--- config.mk ---
export PLATFORM = sky130hd
export DESIGN_NAME = ulpi_reg_ctrl
export DESIGN_NICKNAME = d
export VERILOG_FILES = /design/src/rtl/ulpi_pkg.sv /design/src/rtl/ulpi_rx_decode.sv /design/src/rtl/ulpi_reg_ctrl.sv
export SDC_FILE = /design/constraint.sdc
export NUM_CORES = 1
export LEC_CHECK = 0
export CORE_AREA = 2 2 92 94
export DETAILED_ROUTE_END_ITERATION = 10
export DIE_AREA = 0 0 94 96
export HOLD_SLACK_MARGIN = 0.05
export PLACE_DENSITY = 0.62
export SYNTH_ARGS = -nofsm -noshare
export SYNTH_HDL_FRONTEND = slang
export SYNTH_SLANG_ARGS = --single-unit
--- constraint.sdc ---
create_clock -name i_clk -period 1.7 [get_ports i_clk]
set_clock_uncertainty 0.1 [all_clocks]
set_input_delay 0.34 -clock i_clk [delete_from_list [all_inputs] [get_ports i_clk]]
set_output_delay 0.34 -clock i_clk [all_outputs]
set_load 0.03 [all_outputs]
--- src/rtl/ulpi_pkg.sv ---
// Shared constants, FSM state type and RX CMD field layout for the ULPI
// register-access controller.
package ulpi_pkg;

   // TX CMD prefixes and the idle bus value
   localparam logic [1:0] ULPI_REGW = 2'b10;
   localparam logic [1:0] ULPI_REGR = 2'b11;
   localparam logic [7:0] ULPI_NOOP = 8'h00;

   // Register-access sequencer states
   typedef enum logic [2:0] {
      ST_IDLE,
      ST_CMD,
      ST_WDATA,
      ST_STP,
      ST_RTURN,
      ST_RDATA
   } state_e;

   // RX CMD byte layout: each field is two bits wide
   localparam int RXCMD_LS_LSB   = 0;
   localparam int RXCMD_VBUS_LSB = 2;
   localparam int RXCMD_EVT_LSB  = 4;

   // Immediate-address register TX CMD byte
   function automatic logic [7:0] tx_cmd(input logic we, input logic [5:0] addr);
      return {(we ? ULPI_REGW : ULPI_REGR), addr};
   endfunction

endpackage

--- src/rtl/ulpi_rx_decode.sv ---
// Bus-direction tracking and PHY-to-link decode: turnaround detection,
// RX CMD status latch and receive-byte capture.
module ulpi_rx_decode
   import ulpi_pkg::*;
(
   input  logic       i_clk,
   input  logic       i_rst_n,
   input  logic       i_ulpi_dir,
   input  logic       i_ulpi_nxt,
   input  logic [7:0] i_ulpi_data,
   input  logic       i_rdata_phase,
   output logic       o_dir_q,
   output logic       o_turnaround,
   output logic [1:0] o_linestate,
   output logic [1:0] o_vbus_state,
   output logic [1:0] o_rx_event,
   output logic       o_rx_cmd_valid,
   output logic [7:0] o_rx_data,
   output logic       o_rx_data_valid
);

   logic       dir_q;
   logic [1:0] linestate_q;
   logic [1:0] vbus_state_q;
   logic [1:0] rx_event_q;
   logic       rx_cmd_valid_q;
   logic [7:0] rx_data_q;
   logic       rx_data_valid_q;
   logic       phy_owns_bus;

   // PHY has held the bus for at least one full cycle, so the data is real
   assign phy_owns_bus = i_ulpi_dir & dir_q;
   assign o_turnaround = i_ulpi_dir ^ dir_q;

   // Track direction, latch RX CMD status and capture receive bytes
   always_ff @(posedge i_clk or negedge i_rst_n) begin
      if (!i_rst_n) begin
         dir_q           <= 1'b1;
         linestate_q     <= 2'b00;
         vbus_state_q    <= 2'b00;
         rx_event_q      <= 2'b00;
         rx_cmd_valid_q  <= 1'b0;
         rx_data_q       <= 8'h00;
         rx_data_valid_q <= 1'b0;
      end else begin
         dir_q           <= i_ulpi_dir;
         rx_cmd_valid_q  <= 1'b0;
         rx_data_valid_q <= 1'b0;
         // A register-read data byte also arrives with nxt low; it is not status
         if (phy_owns_bus && !i_ulpi_nxt && !i_rdata_phase) begin
            linestate_q    <= i_ulpi_data[RXCMD_LS_LSB +: 2];
            vbus_state_q   <= i_ulpi_data[RXCMD_VBUS_LSB +: 2];
            rx_event_q     <= i_ulpi_data[RXCMD_EVT_LSB +: 2];
            rx_cmd_valid_q <= 1'b1;
         end
         if (phy_owns_bus && i_ulpi_nxt) begin
            rx_data_q       <= i_ulpi_data;
            rx_data_valid_q <= 1'b1;
         end
      end
   end

   assign o_dir_q         = dir_q;
   assign o_linestate     = linestate_q;
   assign o_vbus_state    = vbus_state_q;
   assign o_rx_event      = rx_event_q;
   assign o_rx_cmd_valid  = rx_cmd_valid_q;
   assign o_rx_data       = rx_data_q;
   assign o_rx_data_valid = rx_data_valid_q;

endmodule

--- src/rtl/ulpi_reg_ctrl.sv ---
// ULPI link-side register-access controller: turns single read/write
// requests into TX CMD sequences and exposes decoded PHY status.
module ulpi_reg_ctrl
   import ulpi_pkg::*;
#(
   parameter int unsigned TIMEOUT = 255
)
(
   input  logic       i_clk,
   input  logic       i_rst_n,
   input  logic       i_req,
   input  logic       i_we,
   input  logic [5:0] i_addr,
   input  logic [7:0] i_wdata,
   output logic       o_ack,
   output logic       o_err,
   output logic [7:0] o_rdata,
   output logic       o_busy,
   input  logic       i_ulpi_dir,
   input  logic       i_ulpi_nxt,
   input  logic [7:0] i_ulpi_data,
   output logic [7:0] o_ulpi_data,
   output logic       o_ulpi_stp,
   output logic [1:0] o_linestate,
   output logic [1:0] o_vbus_state,
   output logic [1:0] o_rx_event,
   output logic       o_rx_cmd_valid,
   output logic [7:0] o_rx_data,
   output logic       o_rx_data_valid
);

   // Last stalled count before the timeout fires on the following edge
   localparam logic [7:0] TMO_LAST = 8'(TIMEOUT - 1);

   state_e     state_q;
   logic [7:0] tmo_q;
   logic [7:0] data_q;
   logic [7:0] rdata_q;
   logic       stp_q;
   logic       ack_q;
   logic       err_q;
   logic       busy_q;
   logic       dir_q;
   logic       turnaround;
   logic       tmo_hit;

   assign tmo_hit = (tmo_q == TMO_LAST);

   ulpi_rx_decode u_rx_decode (
      .i_clk           (i_clk),
      .i_rst_n         (i_rst_n),
      .i_ulpi_dir      (i_ulpi_dir),
      .i_ulpi_nxt      (i_ulpi_nxt),
      .i_ulpi_data     (i_ulpi_data),
      .i_rdata_phase   (state_q == ST_RDATA),
      .o_dir_q         (dir_q),
      .o_turnaround    (turnaround),
      .o_linestate     (o_linestate),
      .o_vbus_state    (o_vbus_state),
      .o_rx_event      (o_rx_event),
      .o_rx_cmd_valid  (o_rx_cmd_valid),
      .o_rx_data       (o_rx_data),
      .o_rx_data_valid (o_rx_data_valid)
   );

   // Register-access sequencer with registered bus drive and handshake
   always_ff @(posedge i_clk or negedge i_rst_n) begin
      if (!i_rst_n) begin
         state_q <= ST_IDLE;
         tmo_q   <= 8'h00;
         data_q  <= ULPI_NOOP;
         rdata_q <= 8'h00;
         stp_q   <= 1'b0;
         ack_q   <= 1'b0;
         err_q   <= 1'b0;
         busy_q  <= 1'b0;
      end else begin
         ack_q <= 1'b0;
         err_q <= 1'b0;
         stp_q <= 1'b0;
         case (state_q)
            ST_IDLE: begin
               data_q <= ULPI_NOOP;
               busy_q <= 1'b0;
               // Skip the ack cycle: the requester has not yet dropped i_req
               if (i_req && !i_ulpi_dir && !dir_q && !ack_q) begin
                  state_q <= ST_CMD;
                  data_q  <= tx_cmd(i_we, i_addr);
                  tmo_q   <= 8'h00;
                  busy_q  <= 1'b1;
               end
            end
            ST_CMD: begin
               if (i_ulpi_dir) begin
                  state_q <= ST_IDLE;
                  data_q  <= ULPI_NOOP;
                  busy_q  <= 1'b0;
               end else if (i_ulpi_nxt) begin
                  tmo_q <= 8'h00;
                  if (i_we) begin
                     state_q <= ST_WDATA;
                     data_q  <= i_wdata;
                  end else begin
                     state_q <= ST_RTURN;
                     data_q  <= ULPI_NOOP;
                  end
               end else if (tmo_hit) begin
                  state_q <= ST_IDLE;
                  data_q  <= ULPI_NOOP;
                  ack_q   <= 1'b1;
                  err_q   <= 1'b1;
                  busy_q  <= 1'b0;
               end else begin
                  tmo_q <= tmo_q + 8'd1;
               end
            end
            ST_WDATA: begin
               if (i_ulpi_dir) begin
                  state_q <= ST_IDLE;
                  data_q  <= ULPI_NOOP;
                  busy_q  <= 1'b0;
               end else if (i_ulpi_nxt) begin
                  state_q <= ST_STP;
                  data_q  <= ULPI_NOOP;
                  stp_q   <= 1'b1;
                  ack_q   <= 1'b1;
                  tmo_q   <= 8'h00;
               end else if (tmo_hit) begin
                  state_q <= ST_IDLE;
                  data_q  <= ULPI_NOOP;
                  ack_q   <= 1'b1;
                  err_q   <= 1'b1;
                  busy_q  <= 1'b0;
               end else begin
                  tmo_q <= tmo_q + 8'd1;
               end
            end
            ST_STP: begin
               state_q <= ST_IDLE;
               data_q  <= ULPI_NOOP;
               busy_q  <= 1'b0;
            end
            ST_RTURN: begin
               // nxt during the turnaround means the PHY starts a receive instead
               if (i_ulpi_dir && i_ulpi_nxt) begin
                  state_q <= ST_IDLE;
                  data_q  <= ULPI_NOOP;
                  busy_q  <= 1'b0;
               end else if (i_ulpi_dir && turnaround) begin
                  state_q <= ST_RDATA;
                  tmo_q   <= 8'h00;
               end else if (tmo_hit) begin
                  state_q <= ST_IDLE;
                  data_q  <= ULPI_NOOP;
                  ack_q   <= 1'b1;
                  err_q   <= 1'b1;
                  busy_q  <= 1'b0;
               end else begin
                  tmo_q <= tmo_q + 8'd1;
               end
            end
            ST_RDATA: begin
               state_q <= ST_IDLE;
               rdata_q <= i_ulpi_data;
               ack_q   <= 1'b1;
               busy_q  <= 1'b0;
            end
            default: begin
               state_q <= ST_IDLE;
               data_q  <= ULPI_NOOP;
               busy_q  <= 1'b0;
            end
         endcase
      end
   end

   assign o_ulpi_data = data_q;
   assign o_ulpi_stp  = stp_q;
   assign o_ack       = ack_q;
   assign o_err       = err_q;
   assign o_rdata     = rdata_q;
   assign o_busy      = busy_q;

endmodule

==> reports/qor_table.md <==
| Parameter | Value | Unit |
|:---|:---|:---|
| Number of antenna violations at the first check in global routing | 0 | - |
| Area taken by multi-input logic gates | 1130 | um2 |
| Synth Flop Type | dfrtp_1 | - |
| Crit share post-route | 105 | % |
| Violations in the final reports | setup timing | - |
| Classification of the worst setup path | reg -> reg | - |
| Most repeated cell in the gate-level netlist after synthesis | dfrtp_1 | - |
| Height of the die | 96 | um |
| Slew at the pin with the worst max-slew slack | 432 | ps |
| Layout Area Growth over Synthesis | 54.9 | % |
| Most area-hungry cell type in the Yosys netlist | dfrtp_1 | - |
| Run status | complete, but fails checks | - |
| Number of antenna repair diodes | 0 | - |
| Largest net degree at the start of global routing | 26 | - |
| Min Hold Slack | 396 | ps |
| Post-synthesis sequential area ratio | 51.8 | % |
| Reg2reg setup slack | -80 | ps |
| TritonCTS clock tree | yes | - |
| Mean Syn Cell Area | 11.6 | um2 |
| GP Congestion | 0.842 | - |
| Number of fillers in the final layout | 753 | - |
| Max-capacitance violation count | 0 | - |
| Fraction of registers with async set/reset | 100 | % |
| First-pass iteration count of the detailed router | 5 | - |
| Port Buf Inserts | 63 | - |
| Worst reg-to-reg path cell count | 5 | - |
| Number of slew-limit violations in the final report | 0 | - |
| Cell area after synthesis | 2320 | um2 |
| Setup repair after global routing missed its margin | true | - |
| Layout cells sized above 1 | 34.8 | % |
| Via count | 2035 | - |
| Register area | 1200 | um2 |
| Maximum count of clock buffers along a single path | 2 | - |
| Average wire per cell in the routed design | 14.8 | um |
| Sequence of cells on the critical path | or4b_4 -> buf_6 -> a31oi_4 -> nor2_4 -> o21ai_1 | - |
| Type of the tightest min-delay check | in -> async | - |
| # rows | 33 | - |
| Launching point of the worst reg2reg path | state_q[2] | - |
| Starting density of the core | 28.9 | % |
| Worst-skew pair later-pin latency | 300 | ps |
| Fraction of post-synthesis cell area in the top cell type by area | 50.6 | % |
| Number of nets produced by synthesis | 230 | - |
| Number of I/O pins | 64 | - |
| Worst reg2reg path endpoint | o_ulpi_data[3] | - |
| Net count, final | 334 | - |
| Die area | 9020 | um2 |
| Element type at the critical path end | flop | - |
| Total wire length after detailed routing | 6.07 | mm |
| Number of antenna-violating nets in the routed design | 0 | - |
| Die X | 94 | um |
| H-tree levels | 2 | - |
| Number of warnings printed during yosys synthesis | 0 | - |
| Clock sink total | 48 | - |
| Maximum frequency from static timing analysis | 562 | MHz |
| Maximum fanout count along the critical path | 8 | - |
| Final-report setup violation count | 25 | - |
| Kind of start point of the critical path | flop | - |
| Worst Path Arrival | 1910 | ps |
| Fin. Hold Viols | 0 | - |
| Clock-pin slew reported for the worst setup and hold paths after clock tree synthesis | 90 | ps |
| Cell count after synthesis | 200 | - |
| Via count of the first global-routing pass | 2076 | - |
| Top cells by instance count after synthesis | dfrtp_1, mux2_2, o21ai_0 | - |
| Overall global routing resource usage | 14.7 | % |
| Final critical-path required period | 1780 | ps |
| Worst-path cell with the longest stage delay | or4b_4 | - |
| Leak pwr | 1.66 | nW |
| EDFF count, synth | 0 | - |
| Drt via density | 4.96 | - |
| Worst IR drop on VDD | 0.365 | mV |
| Remaining design rule violation count | 0 | - |
| Required time of the worst setup path | 1830 | ps |
| Count of routing violations after the opening detailed-route iteration | 127 | - |
| Total power per unit cell area | 770 | nW/um2 |
| Cells taking the most area after synthesis | dfrtp_1, mux2_2, o21ai_0 | - |
| Post-detailed-placement half-perimeter wirelength | 4.35 | mm |
| Distinct cell type count of the synthesized netlist | 46 | - |
| Buffer type at the clock tree root | clkbuf_8 | - |
| Setup TNS | -1110 | ps |
| Clock buffers created by TritonCTS | 5 | - |
| Worst setup slack after layout | -80.5 | ps |
| Global-route wire length before repair | 10.4 | mm |
| Remaining global-route overflow | 0 | - |
| Worst stage delay on the critical path | 530 | ps |
| Area of the core | 8050 | um2 |
| Flip-flop and latch count after synthesis | 48 | - |
| Worst max-slew margin expressed relative to the limit | 71.1 | % |
[cells in the final DEF (no fill, tap or decap), types with 5 or more instances in the layout]
| cell type | Yosys | final |
|---|---|---|
| buf_6 | 3 | 10 |
| nand2_1 | 13 | 13 |
| mux2_4 | 0 | 6 |
| buf_4 | 0 | 31 |
| o21ai_1 | 1 | 11 |
| clkbuf_8 | 0 | 6 |
| dfrtp_1 | 47 | 45 |
| mux2_2 | 22 | 16 |
| dlygate4sd2_1 | 0 | 38 |
| o211ai_1 | 5 | 5 |
| a222oi_1 | 7 | 7 |
| nor2_1 | 10 | 7 |
| inv_1 | 9 | 9 |
| nand3_1 | 10 | 9 |
| clkdlybuf4s50_1 | 0 | 24 |
[kinds of logic after synthesis]
group	count (synthesis)	share of synthesized area (%)
simple gates	53	12.8
compound gates	53	18.7
flops	48	51.8
buf+inv	21	4.68
xor+xnor	1	0.377
mux	22	10.7
fa+ha+maj	2	1.08
[flip-flops by register name, indices dropped and copies added, names as in the netlist]
name	cells
u_rx_decode.o_rx_data	8
o_err	1
o_rdata	8
u_rx_decode.o_dir_q	1
o_ack	1
tmo_q	8
o_ulpi_stp	1
o_ulpi_data	8
u_rx_decode.o_vbus_state	2
u_rx_decode.o_rx_data_valid	1
state_q	3
o_busy	1
u_rx_decode.o_rx_cmd_valid	1
u_rx_decode.o_rx_event	2
u_rx_decode.o_linestate	2
[cell type report]
cell class	instances	share of cell area [%]
sequential	48	33.5
timing repair buffer	109	27.7
clock inverter	2	0.382
multi-input combinational	131	31.5
tap	105	3.65
inverter	9	0.939
clock buffer	6	2.29
[worst max path at each step]
stage	from	cells after the start	end
after floorplan	state_q[2]	6	tmo_q[0]
after global placement	i_ulpi_nxt	5	o_ulpi_data[0]
after detailed placement	i_ulpi_nxt	5	o_ulpi_data[0]
after CTS	state_q[2]	5	tmo_q[0]
after global routing	state_q[2]	5	o_ulpi_data[5]
final	state_q[2]	5	o_ulpi_data[3]
[stage by stage]
stage	power (mW)	setup WS [ps]	utilization, %	instance area [um2]	std cells
after floorplan	1.73	-41.3	-	2330	200
final	2.77	-80.5	44.7	3600	410
after global placement	2.09	-607	40.9	3290	389
after CTS	2.80	-103	44.0	3540	409
after global routing	2.93	-154	44.7	3600	410
after detailed placement	2.09	-728	40.9	3290	389
[where the power goes]
part / switching [mW] / total (mW) / internal, mW / leakage (nW)
Sequential: 0.0705 / 1.33 / 1.26 / 0.609
Clock: 0.392 / 0.726 / 0.333 / 0.0516
Combinational: 0.402 / 0.718 / 0.316 / 0.996
Total: 0.865 / 2.77 / 1.91 / 1.66
[what timing repair did]
item,in CTS,in global routing
hold endpoints to repair,14,0
setup endpoints to repair,63,35
hold buffers,1,0
buffers inserted,11,2
pin swaps,21,11
gates resized for setup,79,10
[worst max-delay path, delay by kind of cell, from the launching register on]
family                 cells  cell delay (ps)
AO/OA/AOI/OAI              2              370
buffers and inverters      1              140
flip-flops                 1              460
AND/OR/NAND/NOR            2              640
[per-layer routing]
layer  GRT usage (%)  wire [um]
met5               0          0
met4            4.35         85
met3            2.27        188
met2            25.7       3220
met1            18.7       2580
(Power assumes the default switching activity.)
